===== config.mk =====
export PLATFORM = sky130hd
export DESIGN_NAME = rd_pipe_subtractor
export DESIGN_NICKNAME = d
export VERILOG_FILES = /design/src/rtl/rd_pipe_subtractor.sv
export SDC_FILE = /design/constraint.sdc
export NUM_CORES = 1
export LEC_CHECK = 0
export ABC_AREA = 1
export CORE_UTILIZATION = 25
export DETAILED_ROUTE_END_ITERATION = 12
export PLACE_DENSITY = 0.43
export RECOVER_POWER = 100
export SLEW_MARGIN = 20
export SYNTH_ARGS = -nofsm -noshare
export SYNTH_HDL_FRONTEND = slang
export SYNTH_SLANG_ARGS = --single-unit

===== constraint.sdc =====
create_clock -name clk -period 1 [get_ports clk]
set_input_delay 0.15 -clock clk [delete_from_list [all_inputs] [get_ports clk]]
set_output_delay 0.15 -clock clk [all_outputs]
set_load 0.02 [all_outputs]

===== src/rtl/rd_pipe_subtractor.sv =====
// rd_pipe_subtractor
//   Pipelined recursive-doubling (Kogge-Stone) subtractor: diff = a - b - bin.
//   Computed as a + ~b + ~bin. Every prefix level sits behind its own register
//   stage, so the depth is LOG_W+2 stages and there is no combinational path
//   from the inputs to the outputs. All stages move together under a single
//   enable, en = ~out_valid | out_ready. A stalled result is held until it is
//   accepted.
//
//   Optional feature: define RD_OVF_EN to add the ovf port (signed overflow).
//   This also adds a small sign-bit pipeline that runs in step with the data.
//
// Ports
//   clk        rising-edge clock
//   rst_n      asynchronous active-low reset
//   in_valid   operands a/b/bin valid
//   in_ready   block accepts operands (depends only on out_valid/out_ready)
//   a, b       minuend / subtrahend, bit-indexed [WIDTH:1], bit 1 = LSB
//   bin        borrow in
//   out_valid  diff/bout valid
//   out_ready  downstream accepts the result
//   diff       a - b - bin mod 2^WIDTH
//   bout       1 iff a < b + bin (unsigned)
//   ovf        signed overflow (RD_OVF_EN only)
`timescale 1ns/1ps

module rd_pipe_subtractor #(
  parameter int WIDTH = 32,
  parameter int LOG_W = 5
) (
  input  logic           clk,
  input  logic           rst_n,
  input  logic           in_valid,
  output logic           in_ready,
  input  logic [WIDTH:1] a,
  input  logic [WIDTH:1] b,
  input  logic           bin,
  output logic           out_valid,
  input  logic           out_ready,
  output logic [WIDTH:1] diff,
  output logic           bout
`ifdef RD_OVF_EN
  ,
  output logic           ovf
`endif
);

  logic en;

  // Stage k holds the group generate/propagate after k doubling levels.
  // The last level needs no propagate, so p has one stage fewer.
  logic [WIDTH:1] g_q  [0:LOG_W];
  logic [WIDTH:1] g_d  [0:LOG_W];
  logic [WIDTH:1] p_q  [0:LOG_W-1];
  logic [WIDTH:1] p_d  [0:LOG_W-1];
  logic [WIDTH:1] pc_q [0:LOG_W];   // untouched bit propagate, used for the sum
  logic [WIDTH:1] pc_d [0:LOG_W];
  logic           c0_q [0:LOG_W];
  logic           c0_d [0:LOG_W];
  logic           v_q  [0:LOG_W];
  logic           v_d  [0:LOG_W];

  logic [WIDTH:1] diff_q, diff_d;
  logic           bout_q, bout_d;
  logic           out_valid_q, out_valid_d;

  logic [WIDTH:1] g0, p0, cin_vec;

`ifdef RD_OVF_EN
  logic sx_q [0:LOG_W];   // operand signs differ
  logic sx_d [0:LOG_W];
  logic sa_q [0:LOG_W];   // sign of a
  logic sa_d [0:LOG_W];
  logic ovf_q, ovf_d;
`endif

  always_comb begin
    en = ~out_valid_q | out_ready;

    // S0: bitwise generate/propagate of a + ~b.
    g0 = a & ~b;
    p0 = ~(a ^ b);
    g_d[0]    = g0;
    // Fold the carry-in into bit 1. After that, the group generate over
    // [1..i] is exactly the carry out of bit i. This means LOG_W levels are
    // enough to reach c_WIDTH.
    g_d[0][1] = g0[1] | (p0[1] & ~bin);
    p_d[0]    = p0;
    pc_d[0]   = p0;
    c0_d[0]   = ~bin;
    v_d[0]    = in_valid;

    // S1..S_LOG_W: one doubling level each. Bits at or below the span pass through.
    for (int k = 1; k <= LOG_W; k++) begin
      g_d[k]  = g_q[k-1];
      pc_d[k] = pc_q[k-1];
      c0_d[k] = c0_q[k-1];
      v_d[k]  = v_q[k-1];
      for (int i = 1; i <= WIDTH; i++) begin
        if (i > (1 << (k - 1))) begin
          g_d[k][i] = g_q[k-1][i] | (p_q[k-1][i] & g_q[k-1][i - (1 << (k - 1))]);
        end
      end
    end
    for (int k = 1; k < LOG_W; k++) begin
      p_d[k] = p_q[k-1];
      for (int i = 1; i <= WIDTH; i++) begin
        if (i > (1 << (k - 1))) begin
          p_d[k][i] = p_q[k-1][i] & p_q[k-1][i - (1 << (k - 1))];
        end
      end
    end

    // S_OUT: the carry into bit i is c_(i-1). Borrow is the inverted final carry.
    cin_vec     = {g_q[LOG_W][WIDTH-1:1], c0_q[LOG_W]};
    diff_d      = pc_q[LOG_W] ^ cin_vec;
    bout_d      = ~g_q[LOG_W][WIDTH];
    out_valid_d = v_q[LOG_W];

`ifdef RD_OVF_EN
    sx_d[0] = a[WIDTH] ^ b[WIDTH];
    sa_d[0] = a[WIDTH];
    for (int k = 1; k <= LOG_W; k++) begin
      sx_d[k] = sx_q[k-1];
      sa_d[k] = sa_q[k-1];
    end
    ovf_d = sx_q[LOG_W] & (diff_d[WIDTH] ^ sa_q[LOG_W]);
`endif
  end

  always_ff @(posedge clk or negedge rst_n) begin
    if (!rst_n) begin
      for (int k = 0; k <= LOG_W; k++) begin
        g_q[k]  <= '0;
        pc_q[k] <= '0;
        c0_q[k] <= 1'b0;
        v_q[k]  <= 1'b0;
      end
      for (int k = 0; k < LOG_W; k++) begin
        p_q[k] <= '0;
      end
      diff_q      <= '0;
      bout_q      <= 1'b0;
      out_valid_q <= 1'b0;
`ifdef RD_OVF_EN
      for (int k = 0; k <= LOG_W; k++) begin
        sx_q[k] <= 1'b0;
        sa_q[k] <= 1'b0;
      end
      ovf_q <= 1'b0;
`endif
    end else if (en) begin
      for (int k = 0; k <= LOG_W; k++) begin
        g_q[k]  <= g_d[k];
        pc_q[k] <= pc_d[k];
        c0_q[k] <= c0_d[k];
        v_q[k]  <= v_d[k];
      end
      for (int k = 0; k < LOG_W; k++) begin
        p_q[k] <= p_d[k];
      end
      diff_q      <= diff_d;
      bout_q      <= bout_d;
      out_valid_q <= out_valid_d;
`ifdef RD_OVF_EN
      for (int k = 0; k <= LOG_W; k++) begin
        sx_q[k] <= sx_d[k];
        sa_q[k] <= sa_d[k];
      end
      ovf_q <= ovf_d;
`endif
    end
  end

  assign in_ready  = en;
  assign out_valid = out_valid_q;
  assign diff      = diff_q;
  assign bout      = bout_q;
`ifdef RD_OVF_EN
  assign ovf       = ovf_q;
`endif

endmodule


==> results.md, run 1 <==
Route:
- The total number of vias is 16.8k.
- The count of unresolved DRC violations after routing is 0.
- The average detailed-routed wire length per instance is 15.3 um.
- After the first detailed-routing iteration, the DRC count stood at 859.
- After detailed routing, the number of vias per cell comes to 4.08.
- The wire length after detailed routing is 62900 um.
- The number of nets with antenna violations after detailed routing is 0.
- The detailed-router iteration count before antenna repair is 5.

Timing:
- The count of endpoints failing hold in the final timing report is 0.
- The clock skew after layout is 0.0247 ns.
- The achievable clock frequency is 0.670 GHz.
- Setup repair after global routing could not meet its margin everywhere.
- Setup total negative slack on the finished layout was measured at -219.02 ns.
- Counting I/O delays and the setup requirement, the final critical path takes 1.49 ns.
- The max-slew violation total from the final report is 0.
- The worst-case headroom to the max-slew limit is 0.635.
- The actual slew at the worst max-slew pin is 0.547 ns.
- Once routing completed, OpenROAD measured the worst setup slack at -0.492 ns.
- The minimum hold slack is 0.0965 ns.
- The final setup violation count is 571.
- The final period utilization is 1.49.

Layout:
- At the end of the flow, the number of nets in the layout was 3012.
- Of the cells placed in the final design, the portion with a size suffix greater than 1 is 0.109.
- The multi-input combinational cell area is 0.00751 mm2.
- The post-route standard cell area excluding fillers is 0.0285 mm2.
- 0 antenna diodes ended up in the layout.
- Counting the fill cells in the layout gives 9435.
- The area overhead of the layout relative to synthesis is 28.0%.
- The storage element area is 0.0132 mm2.

Global routing:
- The number of global-route vias before repair is 16.6k.
- The maximum number of pins on one net before global-route repair is 56.
- The overall global routing resource usage is 0.135.
- The total global routing overflow is 0.
- The wire length of the first global-routing pass is 96400 um.
- The initial antenna violation count was 0.

Synthesis:
- The synthesized flop and latch total is 528.
- The post-synthesis area per instance is 8.23 um2.
- The synthesized netlist contains 15 unique library cells.
- After synthesis the cells add up to 0.0222 mm2.
- The share of the yosys chip area belonging to registers is 0.594.
- Summed over all instances, the cell type with the most area after synthesis is dfrtp_1.
- The total of warnings raised by yosys is 0.
- Of the post-synthesis cell area, the dominant cell type holds 0.594.
- Synthesis produced a netlist whose cell count is 2700.
- The total nets after synthesis is 2801.
- Ranked by total cell area, the synthesized netlist is headed by dfrtp_1, nand2_1, inv_1.

Clocking:
- The root buffer cell is clkbuf_16.
- The clock tree synthesis step divided the H-tree into 2 levels.
- The number of sinks handled by clock tree synthesis is 528.
- The clock tree from TritonCTS is yes.
- Counting the buffers created by CTS gives 57.
- The insertion delay of the later-clocked pin in the worst-skew pair is 0.62 ns.
- Clock-pin slew was measured on the worst setup and hold paths at 0.06 ns.
- The deepest clock path buffer count is 3.

Power:
- The power density over the cells is 2900 mW/mm2.
- The reported leakage power is 15.2 nW.
- The largest vdd supply drop is 1.51 mV.

Placed design:
- The count of buffers from port buffering is 103.
- The final weighted congestion in routability-driven placement is 0.740.
- The HPWL after detailed placement is 43100 um.
- The placed cell area is 0.0255 mm2.

Worst setup path:
- The setup check on the worst reg-to-reg path leaves a slack of -0.47 ns.
- The kind of launch point of the worst setup path is a register.
- The endpoint type of the worst setup path is an output pin.
- The endpoint identified for the worst register-to-register timing path is p_q[52]$_DFFE_PN0P_.
- The critical path is of the register to output pin type.
- The maximum fanout along the worst path is 3.
- For the worst setup path, the data required time is 0.85 ns.
- Following the worst setup path forward leads to its endpoint at in_ready.
- The number of cells on the worst reg-to-reg path is 7.
- The startpoint of the worst-slack reg-to-reg timing path is out_valid$_DFFE_PN0P_.
- The data arrival time at the worst-slack endpoint is 1.34 ns.
- The largest individual stage delay along the critical path comes from the cell dfrtp_2.
- For this run, the slowest stage of the critical path takes 0.43 ns.
- The most critical setup path has its startpoint at out_valid$_DFFE_PN0P_.
- The critical path goes through buf_12, nand2_8, buf_6.

Die:
- The die is 300 um tall.
- The I/O pin total is 104.
- The number of placement rows is 109.
- The floorplan step defined a core boundary enclosing 0.0882 mm2.
- The die is 300 um wide.
- The die covers 0.0901 mm2.
- For this configuration, the core starts out at a cell density of 0.252.

Outcome:
- The checks that failed: negative setup slack.
- The flow ran to the end, but the final reports show violations.

Min path:
- The path category of the worst min-delay check is primary input to register.

Run:
- Max-cap violations in this run came to 0.
-- worst max-delay path: cells and delay by family, from the launching register on --
family | cells | cell delay, ns
buffers and inverters | 2 | 0.25
DFF | 1 | 0.43
and+or+nand+nor | 1 | 0.06
-- worst min-delay path by stage --
stage | cells past startpoint | slack [ns] | endpoint | start
6_report | 3 | 0.1 | v_d[4]$_DFFE_PN0P_ | in_valid
5_1_grt | 3 | 0.13 | v_d[4]$_DFFE_PN0P_ | in_valid
4_1_cts | 3 | 0.06 | v_d[4]$_DFFE_PN0P_ | in_valid
3_5_place_dp | 1 | 0.02 | pc_d[70]$_DFFE_PN0P_ | rst_n
3_3_place_gp | 1 | 0.03 | pc_d[70]$_DFFE_PN0P_ | rst_n
2_1_floorplan | 0 | -0.15 | bout$_DFFE_PN0P_ | rst_n
-- metrics by stage --
stage               instances  total power, mW  setup slack [ns]  utilization
global route             4119             88.7            -0.543        0.323
floorplan                2700             48.0            -0.129            -
global placement         3964             58.5            -0.615        0.289
CTS                      4094             81.4            -0.446        0.314
finish                   4119             82.6            -0.492        0.323
detailed placement       3964             58.7            -0.618        0.289
-- cells in the mapped netlist (all sizes together) --
| cell | n |
|---|---|
| buf | 105 |
| nor2 | 1 |
| dfrtp | 528 |
| o21ai | 145 |
| ha | 32 |
| inv | 261 |
| nand3 | 130 |
| clkbuf | 11 |
| nand2 | 1487 |
-- report_power, final --
group | total, mW | switching [mW] | leakage, nW | internal [mW]
clock network | 21.1 | 8.68 | 0.916 | 12.4
registers | 35.9 | 6.54 | 6.73 | 29.4
logic | 25.6 | 14.6 | 7.54 | 11.0
-- registers in the layout (all words and copies together), names as in the netlist --
register	count
p_q	99
out_valid	1
v_d	5
bout	1
p_d	3
out_valid_d	1
g_d	31
pc_d	156
c0_d	5
diff	32
pc_q	32
cin_vec	31
c0_q	1
g_q	130
-- cell usage in the layout (no fill, tap or decap), types with 2 or more instances in the layout --
cell	Yosys	routed
nand2_1	1486	1460
clkinv_2	0	7
clkbuf_2	0	2
bufinv_16	0	3
buf_12	0	31
buf_4	11	64
clkbuf_4	0	4
nand2_2	1	21
clkbuf_8	0	16
buf_8	0	5
buf_6	12	57
inv_6	0	2
inv_1	259	259
buf_16	0	14
dlygate4sd3_1	0	2
clkbuf_16	0	77
clkbuf_1	11	18
dfrtp_1	528	527
ha_1	32	32
o21ai_2	0	4
clkdlybuf4s50_1	0	67
o21ai_1	7	8
o21ai_0	138	133
nand3_2	0	4
nand2_4	0	5
nand3_1	130	126
-- cells by family (layout without fill, tap and decap cells) --
| family | after synthesis | count (layout) | synth area share |
|---|---|---|---|
| DFF | 528 | 528 | 0.594 |
| AOI/OAI and AO/OA | 145 | 145 | 0.0326 |
| adders and majority gates | 32 | 32 | 0.0180 |
| buffers and inverters | 377 | 631 | 0.0741 |
| and+or+nand+nor | 1618 | 1618 | 0.281 |
-- layout make-up --
class	count	share of cell area
repair buffers	268	0.121
clock buffers	90	0.0601
well taps	1165	0.0512
clock inverters	12	0.00501
inverters	261	0.0345
multi-input cells	1795	0.264
flip-flops and latches	528	0.464
-- timing repair --
action                                  in CTS  in global routing
endpoints found under the setup margin     563                571
endpoints found under the hold margin      528                  0
setup buffers                               26                  4
pin swaps                                    1                 11
hold buffers                                 2                  0
cloned                                       0                 21
gates resized for setup                    224                 79
-- layer usage --
metal  vias to the layer above  track usage  share of wire
li1                       8618            -              -
met1                      7893        0.211           0.53
met2                       228        0.196           0.43
met3                        72       0.0163          0.027
met4                         0       0.0306          0.015
met5                         -            0              0
No activity file was read; power rests on OpenSTA's default activity.
==> inputs of run 2 (changes only) <==
--- a/config.mk
+++ b/config.mk
@@ -6,9 +6,9 @@
 export NUM_CORES = 1
 export LEC_CHECK = 0
 export ABC_AREA = 1
-export CORE_UTILIZATION = 25
+export CORE_UTILIZATION = 33
 export DETAILED_ROUTE_END_ITERATION = 12
-export PLACE_DENSITY = 0.43
+export PLACE_DENSITY = 0.51
 export RECOVER_POWER = 100
 export SLEW_MARGIN = 20
 export SYNTH_ARGS = -nofsm -noshare
==> constraint.sdc (replaced) <==
create_clock -name clk -period 1.4 [get_ports clk]
set_input_delay 0.21 -clock clk [delete_from_list [all_inputs] [get_ports clk]]
set_output_delay 0.21 -clock clk [all_outputs]
set_load 0.02 [all_outputs]
==> run 2 against run 1 <==
Net effect:
- the run still ends with negative setup slack left
- first-iteration DRC count is 51% higher
- cell count down 7.4%
- register-to-register slack gained 0.30 ns
- cell area fell by 2.5%
- via count up 3.1%
- clock power shrank 31%
- largest cell class unchanged
==> results.md, run 2 (synthesized netlist as in run 1, its figures left out) <==
Outcome:
- Status: finished, violations left (unchanged).
- Violations in the final reports: negative setup slack (unchanged).

Route:
- The vias per cell was 4.54 (was 4.08).
- The count of unresolved DRC violations after routing came to 0 (unchanged).
- The total number of vias is 17.3k (was 16.8k).
- The wire length after detailed routing was 60500 um (was 62900 um).
- The number of nets with antenna violations after detailed routing was 0 (unchanged).
- The detailed-router iteration count before antenna repair is 5 (unchanged).
- The violation count after the first detailed-routing iteration is 1299 (was 859).
- The average detailed-routed wire length per instance came to 15.9 um (was 15.3 um).

Clocking:
- The total clock buffers created by CTS is 56 (was 57).
- The number of sinks handled by clock tree synthesis is 528 (unchanged).
- The H-tree depth reported by CTS was 2 (unchanged).
- The insertion delay of the later-clocked pin in the worst-skew pair is 0.61 ns (was 0.62 ns).
- The clock tree from TritonCTS was yes (unchanged).
- The clock-pin slew on the worst setup and hold paths came to 0.06 ns (about the same).
- The deepest clock path buffer count is 3 (unchanged).
- The root buffer cell is clkbuf_16 (unchanged).

Die:
- The horizontal die dimension is 262 um (was 300 um).
- The initial core utilization is 0.336 (was 0.252).
- The number of placement rows is 94 (was 109).
- The total die area is 0.0684 mm2 (was 0.0901 mm2).
- The area of the core region is 0.0662 mm2 (was 0.0882 mm2).
- The I/O pin total was 104 (unchanged).
- The height of the die is 262 um (was 300 um).

Placed design:
- The placed cell area is 0.0250 mm2 (was 0.0255 mm2).
- The count of buffers from port buffering is 103 (unchanged).
- The final weighted congestion in routability-driven placement came to 0.799 (was 0.740).
- The HPWL after detailed placement is 39900 um (was 43100 um).

Power:
- The combinational power share came to 0.307 (was 0.310).
- The reported leakage power is 15.0 nW (was 15.2 nW).
- The net switching power of the design is 20.9 mW (was 29.8 mW).
- The sequential share of power is 0.441 (was 0.435).
- The power density over the cells is 2090 mW/mm2 (was 2900 mW/mm2).
- The proportion of total power due to net switching was 0.360 (was 0.361).
- The part of the power in the clock network is 0.252 (was 0.255).
- The largest vdd supply drop is 0.943 mV (was 1.51 mV).
- The cell internal power dissipation is 37.2 mW (was 52.8 mW).

Worst setup path:
- The maximum fanout along the worst path came to 7 (was 3).
- The master of the slowest instance on the critical path is dfrtp_2 (unchanged).
- The critical path's largest stage delay came to 0.44 ns (was 0.43 ns).
- The kind of launch point of the worst setup path is a register (unchanged).
- The required time of the worst setup path is 1.89 ns (was 0.85 ns).
- The type of the worst setup path is register to register (was register to output pin).
- CP cell instances: buf_4, inv_2, nor2_4, buf_12, buf_16, buf_12, clkbuf_16, nand2_1, nand2_1 (was buf_12, nand2_8, buf_6).
- The number of cells on the worst reg-to-reg path is 9 (was 7).
- The endpoint type of the worst setup path was a register (was output pin).
- The data arrival time at the worst-slack endpoint came to 2.06 ns (was 1.34 ns).

Global routing:
- The total global routing overflow is 0 (unchanged).
- The wire length of the first global-routing pass is 92600 um (was 96400 um).
- The initial antenna violation count came to 0 (unchanged).
- The overall global routing resource usage is 0.170 (was 0.135).
- The number of global-route vias before repair is 17.0k (was 16.6k).
- The maximum number of pins on one net before global-route repair came to 68 (was 56).

Layout:
- The area overhead of the layout relative to synthesis is 24.8% (was 28.0%).
- The fill cell total of the finished layout is 6635 (was 9435).
- The core occupancy in the finished layout came to 0.419 (was 0.323).
- The ratio of cells with drive above 1 in the final layout is 0.0959 (was 0.109).
- The count of antenna diodes in the layout is 0 (unchanged).
- Commonest cells after routing, fill and taps aside: nand2_1, dfrtp_1, inv_1 (unchanged).
- The post-route standard cell area excluding fillers is 0.0277 mm2 (was 0.0285 mm2).
- The number of flip-flops in the largest register was 156 (unchanged).
- The net count of the finished layout is 3009 (was 3012).
- The most common library cell in the layout ignoring fill and taps is nand2_1 (unchanged).

Timing:
- The final-layout setup total negative slack is -24.70 ns (was -219.02 ns).
- Unrepaired setup endpoints after global routing: yes (unchanged).
- The clock skew after layout came to 0.0134 ns (was 0.0247 ns).
- The smallest clock period supported by the final layout is computed as 1.57 ns.
- The final setup violation count is 348 (was 571).
- The count of endpoints failing hold in the final timing report was 0 (unchanged).
- The actual slew at the worst max-slew pin is 1.09 ns (was 0.547 ns).
- Dividing the final minimum period by the clock period gives 1.12.
- The post-layout worst setup margin came to -0.171 ns (was -0.492 ns).
- The worst-case headroom to the max-slew limit is 0.273 (was 0.635).
- The max-slew violation total from the final report is 0 (unchanged).
- Timing would allow up to 0.636 GHz.

Run:
- The total of max-cap violations was 0 (unchanged).

Min path:
- The path category of the worst min-delay check is primary input to asynchronous set/reset pin (was primary input to register).
-- run 2: layer usage --
metal	wire (um)	part of all wire	track usage
met1	31100	0.51	0.257
met2	26100	0.43	0.252
met3	2310	0.038	0.0267
met4	993	0.016	0.0396
met5	0	0	0
-- run 2: cell type report --
cell class | count | area (um2) | area share
inverters | 261 | 980 | 0.0353
multi-input cells | 1795 | 7410 | 0.267
repair buffers | 266 | 3250 | 0.117
flip-flops and latches | 528 | 13200 | 0.476
clock inverters | 10 | 133 | 0.00478
clock buffers | 90 | 1670 | 0.0602
well taps | 864 | 1080 | 0.0390
-- run 2: final timing paths --
path	from	to	slack [ns]
setup / recovery	out_valid$_DFFE_PN0P_	p_q[43]$_DFFE_PN0P_	-0.17
hold / removal	rst_n	g_q[135]$_DFFE_PN0P_	0.20
setup reg to reg	out_valid$_DFFE_PN0P_	p_q[43]$_DFFE_PN0P_	-0.17
hold reg to reg	g_q[31]$_DFFE_PN0P_	bout$_DFFE_PN0P_	0.45
max in group asynchronous	rst_n	out_valid$_DFFE_PN0P_	-0.01
min in group clk	in_valid	v_d[4]$_DFFE_PN0P_	0.20
-- run 2: critical path: cells and delay by family, from the launching register on --
family | cells | cell delay, ns
flops | 1 | 0.44
buf+inv | 6 | 0.84
simple gates | 3 | 0.14
-- run 2: stage by stage --
step           power, mW  hold WS, ns  std cells  worst slack [ns]
4_1_cts             56.6        0.122       3771            -0.228
3_5_place_dp        41.5       0.0454       3654            -0.261
5_1_grt             62.2        0.190       3814            -0.211
3_3_place_gp        41.1       0.0459       3654            -0.231
6_report            58.0        0.196       3814            -0.171
2_1_floorplan       34.1      -0.0856       2700             0.166
-- run 2: what timing repair did --
item	4_1_cts	5_1_grt
gates resized for setup	162	60
endpoints found under the hold margin	528	0
hold buffers	2	0
pin swaps	1	0
cloned	1	36
setup buffers	14	7
endpoints found under the setup margin	105	398
-- run 2: power by group through the flow --
stage	registers [mW]	clock network, mW	logic [mW]
floorplan	24.5	0	9.56
global placement	25.7	0	15.5
detailed placement	25.8	0	15.7
CTS	25.6	15.1	15.9
global route	26.3	15.6	20.3
finish	25.6	14.6	17.8
